`src/rtl/fetch_ctrl.sv`:
```
`default_nettype none
//============================================================================
// Module   : fetch_ctrl
// Purpose  : Instruction-fetch sequencer. Turns soft-reset, redirect and
//            stall requests into a legal PC mux select and a fetch flush
//            every cycle, and owns the post-reset hold and flush windows.
// Ports    : clk          - clock, rising edge
//            rst          - asynchronous reset, active low
//            soft_rst     - synchronous restart at RESET_PC
//            redirect     - taken branch/JAL/JALR, target on ALU_result
//            stall_req    - hold current PC (level)
//            PC_sel       - 0=RESET_PC 1=hold 2=PC+4 3=ALU_result
//            should_br    - 1 = inject NOP into fetched instruction
//            fetch_valid  - instruction leaving IF is architecturally valid
//            state_dbg    - HOLD=0 RUN=1 STALL=2 FLUSH=3
//            redirect_cnt - accepted redirects (saturating)
//            stall_cnt    - cycles with PC_sel=1 (saturating)
// Options  : FETCH_CTRL_PERF_EN - when defined, builds the performance
//            counters; otherwise both counter ports are tied to 0.
// Revision : 1.0 - initial release
//============================================================================
module fetch_ctrl #(
    parameter int RESET_HOLD_CYCLES = 2,   // 1..255
    parameter int FLUSH_CYCLES      = 1,   // 1..15
    parameter int CNT_WIDTH         = 32
) (
    input  logic                 clk,
    input  logic                 rst,
    input  logic                 soft_rst,
    input  logic                 redirect,
    input  logic                 stall_req,
    output logic [1:0]           PC_sel,
    output logic                 should_br,
    output logic                 fetch_valid,
    output logic [1:0]           state_dbg,
    output logic [CNT_WIDTH-1:0] redirect_cnt,
    output logic [CNT_WIDTH-1:0] stall_cnt
);

    typedef enum logic [1:0] {
        ST_HOLD  = 2'd0,
        ST_RUN   = 2'd1,
        ST_STALL = 2'd2,
        ST_FLUSH = 2'd3
    } state_t;

    localparam logic [1:0] c_SEL_RESET = 2'd0;
    localparam logic [1:0] c_SEL_HOLD  = 2'd1;
    localparam logic [1:0] c_SEL_PC4   = 2'd2;
    localparam logic [1:0] c_SEL_ALU   = 2'd3;

    localparam logic [7:0] c_HOLD_RELOAD  = 8'(RESET_HOLD_CYCLES - 1);
    // The redirect cycle itself is the first flush cycle, so the FLUSH
    // state only has to cover the remaining FLUSH_CYCLES-1 cycles.
    localparam logic [3:0] c_FLUSH_RELOAD = 4'((FLUSH_CYCLES > 1) ? (FLUSH_CYCLES - 2) : 0);

    state_t     r_state;
    state_t     w_state_nxt;
    logic [7:0] r_hold_cnt;
    logic [7:0] w_hold_cnt_nxt;
    logic [3:0] r_flush_cnt;
    logic [3:0] w_flush_cnt_nxt;
    logic [1:0] w_pc_sel;
    logic       w_should_br;

    always_ff @(posedge clk or negedge rst) begin
        if (!rst) begin
            r_state     <= ST_HOLD;
            r_hold_cnt  <= c_HOLD_RELOAD;
            r_flush_cnt <= 4'd0;
        end else begin
            r_state     <= w_state_nxt;
            r_hold_cnt  <= w_hold_cnt_nxt;
            r_flush_cnt <= w_flush_cnt_nxt;
        end
    end

    always_comb begin
        w_state_nxt     = r_state;
        w_hold_cnt_nxt  = r_hold_cnt;
        w_flush_cnt_nxt = r_flush_cnt;
        w_pc_sel        = c_SEL_PC4;
        w_should_br     = 1'b0;

        case (r_state)
            ST_HOLD: begin
                // Redirect and stall have no meaning before fetch starts.
                w_pc_sel    = c_SEL_RESET;
                w_should_br = 1'b1;
                if (soft_rst) begin
                    w_hold_cnt_nxt = c_HOLD_RELOAD;
                end else if (r_hold_cnt == 8'd0) begin
                    w_state_nxt = ST_RUN;
                end else begin
                    w_hold_cnt_nxt = r_hold_cnt - 8'd1;
                end
            end

            ST_RUN, ST_STALL: begin
                if (soft_rst) begin
                    w_pc_sel       = c_SEL_RESET;
                    w_should_br    = 1'b1;
                    w_state_nxt    = ST_HOLD;
                    w_hold_cnt_nxt = c_HOLD_RELOAD;
                end else if (redirect) begin
                    w_pc_sel    = c_SEL_ALU;
                    w_should_br = 1'b1;
                    if (FLUSH_CYCLES > 1) begin
                        w_state_nxt     = ST_FLUSH;
                        w_flush_cnt_nxt = c_FLUSH_RELOAD;
                    end else begin
                        w_state_nxt = ST_RUN;
                    end
                end else if (stall_req) begin
                    w_pc_sel    = c_SEL_HOLD;
                    w_state_nxt = ST_STALL;
                end else begin
                    w_pc_sel    = c_SEL_PC4;
                    w_state_nxt = ST_RUN;
                end
            end

            ST_FLUSH: begin
                w_should_br = 1'b1;
                if (soft_rst) begin
                    w_pc_sel       = c_SEL_RESET;
                    w_state_nxt    = ST_HOLD;
                    w_hold_cnt_nxt = c_HOLD_RELOAD;
                end else if (redirect) begin
                    // A new target restarts the flush window.
                    w_pc_sel        = c_SEL_ALU;
                    w_flush_cnt_nxt = c_FLUSH_RELOAD;
                end else if (stall_req) begin
                    // Stalled cycles do not consume the flush window.
                    w_pc_sel = c_SEL_HOLD;
                end else begin
                    w_pc_sel = c_SEL_PC4;
                    if (r_flush_cnt == 4'd0) begin
                        w_state_nxt = ST_RUN;
                    end else begin
                        w_flush_cnt_nxt = r_flush_cnt - 4'd1;
                    end
                end
            end

            default: begin
                w_pc_sel    = c_SEL_RESET;
                w_should_br = 1'b1;
                w_state_nxt = ST_HOLD;
            end
        endcase
    end

    assign PC_sel      = w_pc_sel;
    assign should_br   = w_should_br;
    assign state_dbg   = r_state;
    assign fetch_valid = ~w_should_br & (r_state != ST_HOLD) & (w_pc_sel != c_SEL_HOLD);

`ifdef FETCH_CTRL_PERF_EN
    logic                 w_redirect_acc;
    logic [CNT_WIDTH-1:0] r_redirect_cnt;
    logic [CNT_WIDTH-1:0] r_stall_cnt;

    assign w_redirect_acc = redirect & ~soft_rst & (r_state != ST_HOLD);

    always_ff @(posedge clk or negedge rst) begin
        if (!rst) begin
            r_redirect_cnt <= '0;
            r_stall_cnt    <= '0;
        end else begin
            if (w_redirect_acc && !(&r_redirect_cnt)) begin
                r_redirect_cnt <= r_redirect_cnt + 1'b1;
            end
            if ((w_pc_sel == c_SEL_HOLD) && !(&r_stall_cnt)) begin
                r_stall_cnt <= r_stall_cnt + 1'b1;
            end
        end
    end

    assign redirect_cnt = r_redirect_cnt;
    assign stall_cnt    = r_stall_cnt;
`else
    assign redirect_cnt = '0;
    assign stall_cnt    = '0;
`endif

endmodule
`default_nettype wire

```
`config.mk`:
```
export PLATFORM = sky130hd
export DESIGN_NAME = fetch_ctrl
export DESIGN_NICKNAME = d
export VERILOG_FILES = /design/src/rtl/fetch_ctrl.sv
export SDC_FILE = /design/constraint.sdc
export NUM_CORES = 1
export LEC_CHECK = 0
export ABC_AREA = 0
export CAP_MARGIN = 10
export CORE_ASPECT_RATIO = 1.1
export CORE_UTILIZATION = 42
export CTS_CLUSTER_DIAMETER = 50
export DETAILED_ROUTE_END_ITERATION = 10
export PLACE_DENSITY = 0.83
export RECOVER_POWER = 50
export SLEW_MARGIN = 20
export SYNTH_ARGS = -nofsm -noshare
export SYNTH_HDL_FRONTEND = slang
export SYNTH_SLANG_ARGS = --single-unit
```
`constraint.sdc`:
```
create_clock -name clk -period 6.4 [get_ports clk]
set_input_delay 1.28 -clock clk [delete_from_list [all_inputs] [get_ports clk]]
set_output_delay 1.28 -clock clk [all_outputs]
set_load 0.01 [all_outputs]
```
### Word level (Yosys, flattened, before mapping)

Index checks and enable logic that the tools add are counted.
W data, S select, Z words.

| storage, ports and cells | value |
|---|---|
| output and inout port bits | 70 |
| logic and storage cells | 56 |
| input port bits | 5 |
| bits in registers | 14 |

| cells by class | value |
|---|---|
| multiplexer cells | 24 |
| bitwise operators | 4 |
| add/sub/neg operators | 2 |
| reductions and logical operators | 10 |
| eq/ne operators | 13 |

Operators by type and width:

| kind | number |
|---|---|
| $mux W2 | 12 |
| $mux W8 | 3 |
| $pmux W8 S2 | 1 |
| $mux W4 | 3 |
| $ne A3 B3 Y1 const B | 4 |
| $logic_not A8 Y1 | 1 |
| $ne A2 B2 Y1 const B | 4 |
| $sub A8 B1 Y8 const B | 1 |
| $pmux W2 S3 | 1 |
| $reduce_and A5 Y1 | 1 |
| $eq A2 B2 Y1 const B | 2 |
| $logic_not A4 Y1 | 1 |
| $ne A2 B1 Y1 const B | 2 |
| $pmux W2 S2 | 1 |
| $reduce_and A4 Y1 | 1 |
| $reduce_or A2 Y1 | 2 |
| $sub A4 B1 Y4 const B | 1 |
| $reduce_or A3 Y1 | 1 |
| $and A1 B1 Y1 | 2 |
| $eq A2 B1 Y1 const B | 1 |
| $logic_not A2 Y1 | 1 |
| $mux W1 | 2 |
| $not A1 Y1 | 2 |
| $pmux W1 S2 | 1 |
| other kinds (2) | 2 |

### Longest topological paths before layout

Gate-level depths: netlist of the first run.

| logic depth | value |
|---|---|
| depth after elaboration | 6 |
| depth in mapped cells | 7 |
| depth with buffers taken out | 6 |

### Worst setup path before layout of the first run

Ideal clock, no wire load.

| path | value |
|---|---|
| path type | input-to-output |
| start point | in soft_rst |
| end point | out fetch_valid |
| required time | 5120 ps |
| arrival time | 1827 ps |
| path slack | 3293 ps |
| cell stages on the path | 3 |
| path buffers | 0 |
| path through | nor2_1 > nand2_1 > nor3_1 |

| between the ends | value |
|---|---|
| cells in the longest elaborated chain, start to end | 5 |
| elaborated cells on any way between the ends | 8 |
| those cells by class | eq/ne: 1; mux: 4; bitwise: 3 |

Ends and longest elaborated chain:

| element | line | source |
|---|---|---|
| start: declaration | 29 | `input logic soft_rst,` |
| $mux W1 | 100 | `if (soft_rst) begin` |
| $pmux W1 S2 | 85 | `case (r_state)` |
| net should_br | 33 | `output logic should_br,` |
| $not A1 Y1 | 157 | `assign fetch_valid = ~w_should_br & (r_state != ST_HOLD) & (w_pc_sel != c_SEL_HOLD);` |
| $and A1 B1 Y1 (2 in a row) | 157 |  |
| end: declaration | 34 | `output logic fetch_valid,` |

The timed path passes the listed nets, and every way through them passes these cells.

### Final worst setup path of the first run

| path | value |
|---|---|
| start point | in soft_rst |
| end point | out fetch_valid |

| between the ends | value |
|---|---|
| cells in the longest elaborated chain, start to end | 5 |
| elaborated cells on any way between the ends | 8 |
| those cells by class | eq/ne: 1; mux: 4; bitwise: 3 |

Ends and longest elaborated chain:

| element | line |
|---|---|
| $mux W1 | 100 |
| $pmux W1 S2 | 85 |
| $not A1 Y1 | 157 |
| $and A1 B1 Y1 | 157 |
| $and A1 B1 Y1 * | 157 |

Every way passes the cells marked *; elsewhere a longest branch is shown, timed or not.

==> flow_metrics.py, run 1 <==
metrics = {
    "outcome": {
        "status": "finished, final reports clean",
    },
    "synth": {
        "syn_avg_cell_area_um2": 8.608,
        "synth_edf_count": 0,
        "synth_top_area_frac": 0.3533,
        "yosys_register_bits": 14,
        "yosys_warnings": 0,
        "synthTopCellsByArea": "buf_4, dfrtp_1, ha_1",
        "ys_seq_area_frac": 0.2585,
        "synthFlopType": "dfrtp_1",
        "ys_types": 36,
        "yosysTopAreaCell": "buf_4",
        "async_reset_ff_frac": 1.000,
        "synthCells": 158,
        "syn_area_um2": 1360,
    },
    "hold_path": {
        "hp-class": "reg2reg",
    },
    "clock_network": {
        "path_clk_slew_ns": 0.08,
        "cts_hold_buf": 0,
        "numCtsBuffers": 3,
        "cts_max_level": 1,
        "post_cts_buffers": 0,
        "clk_latency_ns": 0.29,
        "cts.sinks": 14,
        "cts_max_path_buffers": 2,
        "cts_root_buf": "clkbuf_4",
        "cts.repair.resized": 0,
        "cts_tree": "yes",
    },
    "global_routing": {
        "gr-usage-all-layers": 0.1081,
        "grt_pass1_wl_um": 2870,
        "grt_max_degree": 16,
        "antenna_found_initial": 0,
        "grt_overflow": 0,
        "grt_pass1_vias": 704,
    },
    "worst_setup_path": {
        "worstSetupEndpoint": "fetch_valid",
        "startpoint": "soft_rst",
        "crit_fanout": 15,
        "crit_arrival_ns": 3.04,
        "slowest_delay_ns": 0.74,
        "critical_path_required_ns": 5.12,
        "worstSetupPathType": "in2out",
        "reg2reg_depth": 6,
        "reg2reg_slack_ns": 4.22,
        "cpMaxStageDelayCell": "dlygate4sd3_1",
        "cp_cell_sequence": "dlygate4sd3_1 > nor2_1 > nand2_1 > nor3_1 > clkdlybuf4s50_1",
        "cp.depth": 5,
        "reg2reg_to": "state_dbg[0]$_DFFE_PN0P_",
        "worstSetupStartpointType": "input port",
        "crit_buf_inv": 2,
        "worstSetupEndpointType": "output port",
        "r2r-start": "r_hold_cnt[1]$_DFFE_PN0P_",
        "critPathTopFamily": "buffers and inverters",
    },
    "pwr": {
        "switching_share": 0.4154,
        "internal-power_uw": 270.4,
        "cellLeakagePower_nw": 0.6588,
        "power_switching_uw": 192.1,
        "power.density_nw_per_um2": 360.3,
        "p_clk_frac": 0.139,
        "p_seq_frac": 0.333,
        "combPwrFrac": 0.528,
        "max-vdd-ir-drop_v": 0.0001878,
    },
    "die": {
        "start_util": 0.4424,
        "die_area_um2": 3470,
        "die_w_um": 56.26,
        "rows": 21,
        "die_h_um": 61.69,
        "core_area_um2": 3074,
        "num_io_pins": 75,
    },
    "sta": {
        "relSlewSlack": 0.5730,
        "setup_viol": 0,
        "fin_tns_setup_ns": 0,
        "finalClockSkew_ns": 0.004649,
        "worst_pin_slew_ns": 0.6384,
        "fmax_mhz": 231.6,
        "rsz0062_at_grt": "false",
        "fin_crit_ns": 4.317,
        "hold_viol": 0,
        "fin_crit_sh": 0.6746,
        "slew_violations": 0,
    },
    "layout": {
        "final_area_um2": 1284,
        "syn_to_final_growth_pct": -5.612,
        "layoutNonFillerInstCount": 202,
        "drive_gt1_frac": 0.05952,
        "n_antenna_cell": 0,
        "final_common_cell": "conb_1",
        "final_nets": 181,
        "fillers": 316,
        "post-route-util": 0.4176,
        "mostFrequentLayoutCells": "conb_1, dfrtp_1, nor2_1, clkdlybuf4s50_1, ha_1",
    },
    "drt": {
        "drt-vias-per-instance": 4.262,
        "drc": 0,
        "firstDrtPassIters": 4,
        "vias": 861,
        "drt_iter0_drc": 9,
        "drt-total-wl_um": 1778,
        "wl_per_cell_um": 8.802,
        "drtAntennaViolNets": 0,
    },
    "place": {
        "placed_cells": 198,
        "port_buffers": 10,
        "placed_area_um2": 1247,
        "place_congestion": 0.7634,
        "dp_hpwl_um": 1411,
    },
    "run": {
        "drv_cap": 0,
    },
}
==> sequential cells by signal (all words and copies together) (netlist names) <==
name,flops
state_dbg,2
r_hold_cnt,8
r_flush_cnt,4
==> worst min-delay path, delay by kind of cell, from the launching register on <==
kind	cells	cell delay [ns]
flops	1	0.35
compound gates	1	0.07
simple gates	1	0.05
==> how the worst min path moves through the flow <==
| stage | start | end | slack [ns] | depth (start not counted) |
|---|---|---|---|---|
| after floorplan | r_flush_cnt[0]$_DFFE_PN0P_ | r_flush_cnt[0]$_DFFE_PN0P_ | 0.46 | 2 |
| after global placement | r_flush_cnt[0]$_DFFE_PN0P_ | r_flush_cnt[0]$_DFFE_PN0P_ | 0.47 | 2 |
| after detailed placement | r_flush_cnt[0]$_DFFE_PN0P_ | r_flush_cnt[0]$_DFFE_PN0P_ | 0.49 | 2 |
| after CTS | r_flush_cnt[0]$_DFFE_PN0P_ | r_flush_cnt[0]$_DFFE_PN0P_ | 0.51 | 2 |
| after global routing | r_flush_cnt[0]$_DFFE_PN0P_ | r_flush_cnt[0]$_DFFE_PN0P_ | 0.53 | 2 |
| final | r_flush_cnt[0]$_DFFE_PN0P_ | r_flush_cnt[0]$_DFFE_PN0P_ | 0.50 | 2 |
==> per-layer routing <==
layer,GRT usage,vias to the layer above,share of wire
li1,-,412,-
met1,0.1256,397,0.44
met2,0.1871,47,0.47
met3,0.01681,5,0.071
met4,0.07666,0,0.024
met5,0,-,0
==> synthesized netlist by cell type, types with 3 or more instances <==
cell type	count
xor2_1	6
inv_1	6
nor2_1	12
dfrtp_1	13
nand2b_1	3
a21oi_1	3
clkbuf_1	3
buf_4	64
ha_1	7
nor3_1	4
o21ai_0	5
==> power by group through the flow <==
| stage | clock network, mW | logic, mW | registers [mW] |
|---|---|---|---|
| 2_1_floorplan | 0 | 0.216 | 0.151 |
| 3_3_place_gp | 0 | 0.239 | 0.155 |
| 3_5_place_dp | 0 | 0.244 | 0.156 |
| 4_1_cts | 0.0662 | 0.246 | 0.155 |
| 5_1_grt | 0.0692 | 0.279 | 0.160 |
| 6_report | 0.0641 | 0.244 | 0.154 |
==> through the flow <==
step / setup WS (ns) / hold slack, ns / power [mW]
3_5_place_dp: 2.128 / 0.4897 / 0.4000
4_1_cts: 2.115 / 0.5112 / 0.4668
5_1_grt: 1.916 / 0.5287 / 0.5079
6_report: 2.083 / 0.5042 / 0.4626
2_1_floorplan: 3.293 / 0.4567 / 0.3668
3_3_place_gp: 2.167 / 0.4744 / 0.3949
==> layout make-up <==
| cell class | instances | area [um2] | share of cell area |
|---|---|---|---|
| Tap cell | 34 | 42.54 | 0.03314 |
| Inverter | 6 | 22.52 | 0.01754 |
| Clock buffer | 4 | 36.28 | 0.02827 |
| Sequential cell | 14 | 351.6 | 0.2739 |
| Timing Repair Buffer | 10 | 100.1 | 0.07797 |
| Multi-Input combinational cell | 134 | 730.7 | 0.5692 |
==> cells by family after synthesis <==
logic type	share of synthesized area
compound gates	0.07728
xor+xnor	0.04508
fa+ha+maj	0.06439
buf+inv	0.3781
flops	0.2585
mux	0.01840
other cells	0.002757
simple gates	0.1555
Power figures use the tool's default switching activity.
==> inputs of run 2 (changes only) <==
- CORE_UTILIZATION: 42 -> 39
- PLACE_DENSITY: 0.83 -> 0.78
- clock period: 6.4 -> 4.5 ns (I/O delays scaled with it)
==> run 2 against run 1 <==
  * First-iteration DRC count is 33% higher
  * Clock skew is 0.0020 ns lower
  * Via count is 0.58% lower
  * Clock-buffer cell count stayed put
  * Worst hold slack better by 0.011 ns
  * Setup slack worse by 1.1 ns
  * Non-clock buffer count stayed put
  * Clock power is 14% higher
  * Utilization is 3.0 points lower
  * Largest power group unchanged
==> flow_metrics.py, run 2 (synthesis gave the netlist of run 1 again) <==
metrics = {
    "sta": {
        "fin_tns_setup_ns": 0,
        "fin_crit_sh": 0.7882,
        "slew_violations": 0,
        "worst_pin_slew_ns": 0.6399,
        "fin_crit_ns": 3.547,
        "relSlewSlack": 0.5720,
        "timing.final.ws_setup_ns": 0.9530,
        "rsz0062_at_grt": "false",
        "hold_viol": 0,
        "fmax_mhz": 281.9,
        "finalClockSkew_ns": 0.002625,
        "setup_viol": 0,
    },
    "pwr": {
        "internal-power_uw": 371.1,
        "cellLeakagePower_nw": 0.6525,
        "p_clk_frac": 0.113,
        "combPwrFrac": 0.545,
        "max-vdd-ir-drop_v": 0.0002826,
        "p_seq_frac": 0.342,
        "switching_share": 0.4223,
        "power_switching_uw": 271.2,
        "power.density_nw_per_um2": 497.4,
    },
    "layout": {
        "largest-register": "r_hold_cnt",
        "drive_gt1_frac": 0.05357,
        "final_nets": 181,
        "multiInputGateArea_um2": 730.7,
        "mostFrequentLayoutCells": "conb_1, dfrtp_1, nor2_1, clkdlybuf4s50_1, ha_1",
        "final_common_cell": "conb_1",
        "post-route-util": 0.3877,
        "fillers": 363,
        "n_antenna_cell": 0,
        "syn_to_final_growth_pct": -5.060,
        "largest_reg_flops": 8,
        "register_area_um2": 351.6,
    },
    "drt": {
        "drtAntennaViolNets": 0,
        "drt_iter0_drc": 12,
        "drt-total-wl_um": 1810,
        "wl_per_cell_um": 8.380,
        "drc": 0,
        "vias": 856,
        "drt-vias-per-instance": 3.963,
        "firstDrtPassIters": 4,
    },
    "worst_setup_path": {
        "worstSetupPathType": "in2out",
        "worstSetupEndpoint": "fetch_valid",
        "startpoint": "soft_rst",
        "reg2reg_slack_ns": 2.33,
        "reg2reg_to": "state_dbg[0]$_DFFE_PN0P_",
        "worstSetupStartpointType": "input port",
        "r2r-start": "r_hold_cnt[1]$_DFFE_PN0P_",
        "worstSetupEndpointType": "output port",
        "crit_arrival_ns": 2.65,
        "reg2reg_depth": 6,
        "critical_path_required_ns": 3.60,
        "crit_fanout": 15,
    },
    "global_routing": {
        "grt_max_degree": 16,
        "antenna_found_initial": 0,
        "grt_pass1_wl_um": 3001,
        "gr-usage-all-layers": 0.1024,
        "grt_overflow": 0,
        "grt_pass1_vias": 728,
    },
    "die": {
        "die_h_um": 63.94,
        "num_io_pins": 75,
        "rows": 22,
        "die_area_um2": 3728,
        "die_w_um": 58.31,
        "start_util": 0.4083,
        "core_area_um2": 3331,
    },
    "clock_network": {
        "cts.repair.resized": 0,
        "clk_latency_ns": 0.27,
        "cts_max_level": 1,
        "cts_tree": "yes",
        "cts_hold_buf": 0,
        "numCtsBuffers": 3,
        "path_clk_slew_ns": 0.08,
        "post_cts_buffers": 0,
        "cts.sinks": 14,
        "cts_root_buf": "clkbuf_4",
        "cts_max_path_buffers": 2,
    },
    "place": {
        "dp_hpwl_um": 1426,
        "port_buffers": 10,
        "place_congestion": 0.8034,
        "pre_cts_ws_ns": 0.9766,
    },
    "hold_path": {
        "hp-class": "reg2reg",
    },
    "outcome": {
        "status": "finished, final reports clean",
    },
    "run": {
        "drv_cap": 0,
    },
}
==> run 2: cell count changes in the layout (fill, tap and decap cells not counted) <==
cell,previous run,this run
clkbuf_1,0,1
clkdlybuf4s50_1,8,9
clkbuf_8,1,0
dlygate4sd3_1,2,1
==> run 2: worst min path at each step <==
stage,from,end,depth (start not counted)
2_1_floorplan,r_flush_cnt[0]$_DFFE_PN0P_,r_flush_cnt[0]$_DFFE_PN0P_,2
6_report,r_flush_cnt[0]$_DFFE_PN0P_,r_flush_cnt[0]$_DFFE_PN0P_,2
5_1_grt,r_flush_cnt[0]$_DFFE_PN0P_,r_flush_cnt[0]$_DFFE_PN0P_,2
3_5_place_dp,r_flush_cnt[0]$_DFFE_PN0P_,r_flush_cnt[0]$_DFFE_PN0P_,2
4_1_cts,r_flush_cnt[0]$_DFFE_PN0P_,r_flush_cnt[0]$_DFFE_PN0P_,2
3_3_place_gp,r_flush_cnt[0]$_DFFE_PN0P_,r_flush_cnt[0]$_DFFE_PN0P_,2
==> run 2: metal layers <==
| metal | GRT usage | share of wire | vias up |
|---|---|---|---|
| met1 | 0.1222 | 0.42 | 399 |
| met4 | 0.04167 | 0.0039 | 0 |
| met2 | 0.1767 | 0.50 | 41 |
| met5 | 0 | 0 | - |
| met3 | 0.02024 | 0.068 | 2 |
| li1 | - | - | 414 |
==> run 2: area by class of cell <==
class / instances / area share
multi-input combinational: 134 / 0.5659
inverter: 6 / 0.01744
tap: 48 / 0.04651
timing repair buffer: 10 / 0.07752
clock buffer: 4 / 0.02035
sequential: 14 / 0.2723
==> run 2: worst max-delay path: stages <==
cell and delay (ns):
clkdlybuf4s50_1 0.67, nor2_1 0.25, nand2_1 0.09, nor3_1 0.18, clkdlybuf4s50_1 0.56
==> run 2: power by group through the flow <==
| stage | Combinational (mW) | Clock [mW] | Sequential [mW] |
|---|---|---|---|
| 2_1_floorplan | 0.307 | 0 | 0.215 |
| 3_3_place_gp | 0.342 | 0 | 0.221 |
| 3_5_place_dp | 0.348 | 0 | 0.221 |
| 4_1_cts | 0.352 | 0.0762 | 0.220 |
| 5_1_grt | 0.399 | 0.0834 | 0.228 |
| 6_report | 0.350 | 0.0728 | 0.220 |
==> run 2: per-stage QoR <==
| stage | area, um2 | hold WS [ns] | cells | total power [mW] |
|---|---|---|---|---|
| 2_1_floorplan | 1597 | 0.4567 | 221 | 0.5216 |
| 3_3_place_gp | 1265 | 0.4737 | 212 | 0.5625 |
| 3_5_place_dp | 1265 | 0.5001 | 212 | 0.5694 |
| 4_1_cts | 1291 | 0.5216 | 216 | 0.6476 |
| 5_1_grt | 1291 | 0.5613 | 216 | 0.7099 |
| 6_report | 1291 | 0.5151 | 216 | 0.6423 |
==> inputs of run 3 (changes only) <==
- CORE_UTILIZATION: 39 -> 35
- PLACE_DENSITY: 0.78 -> 0.74
- clock period: 4.5 -> 3 ns (I/O delays scaled with it)
==> run 3 against run 2 <==
  * Non-clock buffer count rose by 1
  * Utilization decreased by 2.7 points
  * Clock-buffer cell count is the same
  * Sequential cell count stayed put
  * Cell count increased by 1.4%
  * Via count rose by 0.23%
  * Worst hold slack improved by 0.020 ns
  * Sequential share of layout area decreased by 0.79 points
  * Clock skew shrank 0.0017 ns
  * Clock power rose to 2.6 times the previous value
  * Cell area is 3.0% higher
  * Global-route usage fell by 0.11 points
  * Critical path type unchanged
==> flow_metrics.py, run 3 (synthesis gave the netlist of run 1 again) <==
metrics = {
    "sta": {
        "worst_pin_slew_ns": 0.6443,
        "fin_crit_sh": 0.9228,
        "finalClockSkew_ns": 0.0009536,
        "slew_violations": 0,
        "fin_tns_setup_ns": 0,
        "fmax_mhz": 361.2,
        "timing.final.ws_setup_ns": 0.2317,
        "hold_viol": 0,
        "setup_viol": 0,
        "fin_crit_ns": 2.768,
        "rsz0062_at_grt": "false",
        "relSlewSlack": 0.5691,
        "holdWs_ns": 0.5348,
    },
    "pwr": {
        "power.density_nw_per_um2": 786.4,
        "power_mw": 1.046,
        "max-vdd-ir-drop_v": 0.0004313,
        "cellLeakagePower_nw": 0.6711,
    },
    "layout": {
        "layoutNonFillerInstCount": 219,
        "final_area_um2": 1330,
        "drive_gt1_frac": 0.06509,
        "post-route-util": 0.3611,
        "largest_reg_flops": 8,
        "mostFrequentLayoutCells": "conb_1, dfrtp_1, nor2_1, clkdlybuf4s50_1, ha_1",
        "syn_to_final_growth_pct": -2.208,
        "multiInputGateArea_um2": 730.7,
        "final_common_cell": "conb_1",
        "fillers": 418,
        "n_antenna_cell": 0,
        "register_area_um2": 351.6,
        "final_nets": 182,
        "largest-register": "r_hold_cnt",
    },
    "die": {
        "die_w_um": 61.44,
        "die_area_um2": 4139,
        "core_area_um2": 3684,
        "rows": 23,
        "die_h_um": 67.38,
        "start_util": 0.3692,
        "num_io_pins": 75,
    },
    "worst_setup_path": {
        "slowest_delay_ns": 0.57,
        "crit_fanout": 7,
        "worstSetupPathType": "in2out",
        "worstSetupEndpointType": "output port",
        "worstSetupStartpointType": "input port",
        "cp_cell_sequence": "clkdlybuf4s50_1 > nand2b_1 > nor3b_1 > clkdlybuf4s50_1",
        "reg2reg_depth": 6,
        "path_common_cell": "clkdlybuf4s50_1",
        "critPathTopFamily": "buffers and inverters",
        "cp.depth": 4,
        "crit_arrival_ns": 2.17,
        "critical_path_required_ns": 2.40,
        "cpMaxStageDelayCell": "clkdlybuf4s50_1",
        "crit_buf_inv": 2,
    },
    "place": {
        "placed_cells": 215,
        "dp_hpwl_um": 1424,
        "port_buffers": 10,
        "place_congestion": 0.8563,
        "placed_area_um2": 1275,
        "pre_cts_ws_ns": 0.2455,
    },
    "clock_network": {
        "cts_max_path_buffers": 2,
        "cts_root_buf": "clkbuf_8",
        "path_clk_slew_ns": 0.06,
        "cts_tree": "yes",
        "cts_hold_buf": 0,
        "cts.sinks": 14,
        "numCtsBuffers": 3,
        "post_cts_buffers": 0,
        "clk_latency_ns": 0.25,
        "cts.repair.resized": 0,
        "cts_max_level": 1,
    },
    "drt": {
        "drt-vias-per-instance": 3.918,
        "vias": 858,
        "drtAntennaViolNets": 0,
        "drc": 0,
        "drt-total-wl_um": 1895,
        "wl_per_cell_um": 8.653,
        "firstDrtPassIters": 4,
        "drt_iter0_drc": 6,
    },
    "global_routing": {
        "grt_pass1_vias": 701,
        "grt_pass1_wl_um": 2980,
        "antenna_found_initial": 0,
        "gr-usage-all-layers": 0.1013,
        "grt_overflow": 0,
        "grt_max_degree": 15,
    },
    "hold_path": {
        "hold_depth": 2,
        "hp-class": "reg2reg",
    },
    "run": {
        "drv_cap": 0,
    },
    "outcome": {
        "status": "finished, final reports clean",
    },
}
-- run 3: changes by cell type in the layout (fill, tap and decap cells not counted) --
cell	before	now
buf_4	0	1
clkbuf_8	0	4
clkbuf_4	3	0
clkbuf_1	1	0
-- run 3: final cells by class --
cell class	instances	area share
Multi-Input combinational cell	134	0.5494
Timing Repair Buffer	11	0.08090
Sequential cell	14	0.2643
Tap cell	50	0.04704
Clock buffer	4	0.04139
Inverter	6	0.01693
-- run 3: worst reg2reg max path, delay by kind of cell, from the launching register on --
kind,cells,cell delay [ns]
AOI/OAI and AO/OA,2,0.57
and+or+nand+nor,1,0.51
DFF,1,0.42
muxes,1,0.31
adders and majority gates,1,0.13
buffers and inverters,1,0.09
-- run 3: per-layer routing --
layer  up-vias  part of all wire  GRT usage
li1        410                 -          -
met1       396              0.43     0.1143
met2        45              0.46     0.1630
met3         7             0.078    0.03640
met4         0             0.024    0.05833
met5         -                 0          0
-- run 3: final timing paths --
| check | from | end | slack [ns] |
|---|---|---|---|
| min in group asynchronous | rst | r_hold_cnt[6]$_DFFE_PN0P_ | 0.81 |
| max in group asynchronous | rst | r_hold_cnt[7]$_DFFE_PN0P_ | 1.78 |
| hold / removal | r_hold_cnt[7]$_DFFE_PN0P_ | r_hold_cnt[7]$_DFFE_PN0P_ | 0.53 |
| setup / recovery | redirect | PC_sel[1] | 0.23 |
| hold reg to reg | r_hold_cnt[7]$_DFFE_PN0P_ | r_hold_cnt[7]$_DFFE_PN0P_ | 0.53 |
| setup reg to reg | r_hold_cnt[1]$_DFFE_PN0P_ | state_dbg[0]$_DFFE_PN0P_ | 0.86 |
-- run 3: power breakdown --
| group | switching, mW | internal, mW |
|---|---|---|
| logic | 0.278 | 0.244 |
| registers | 0.0700 | 0.262 |
| clock network | 0.0748 | 0.117 |
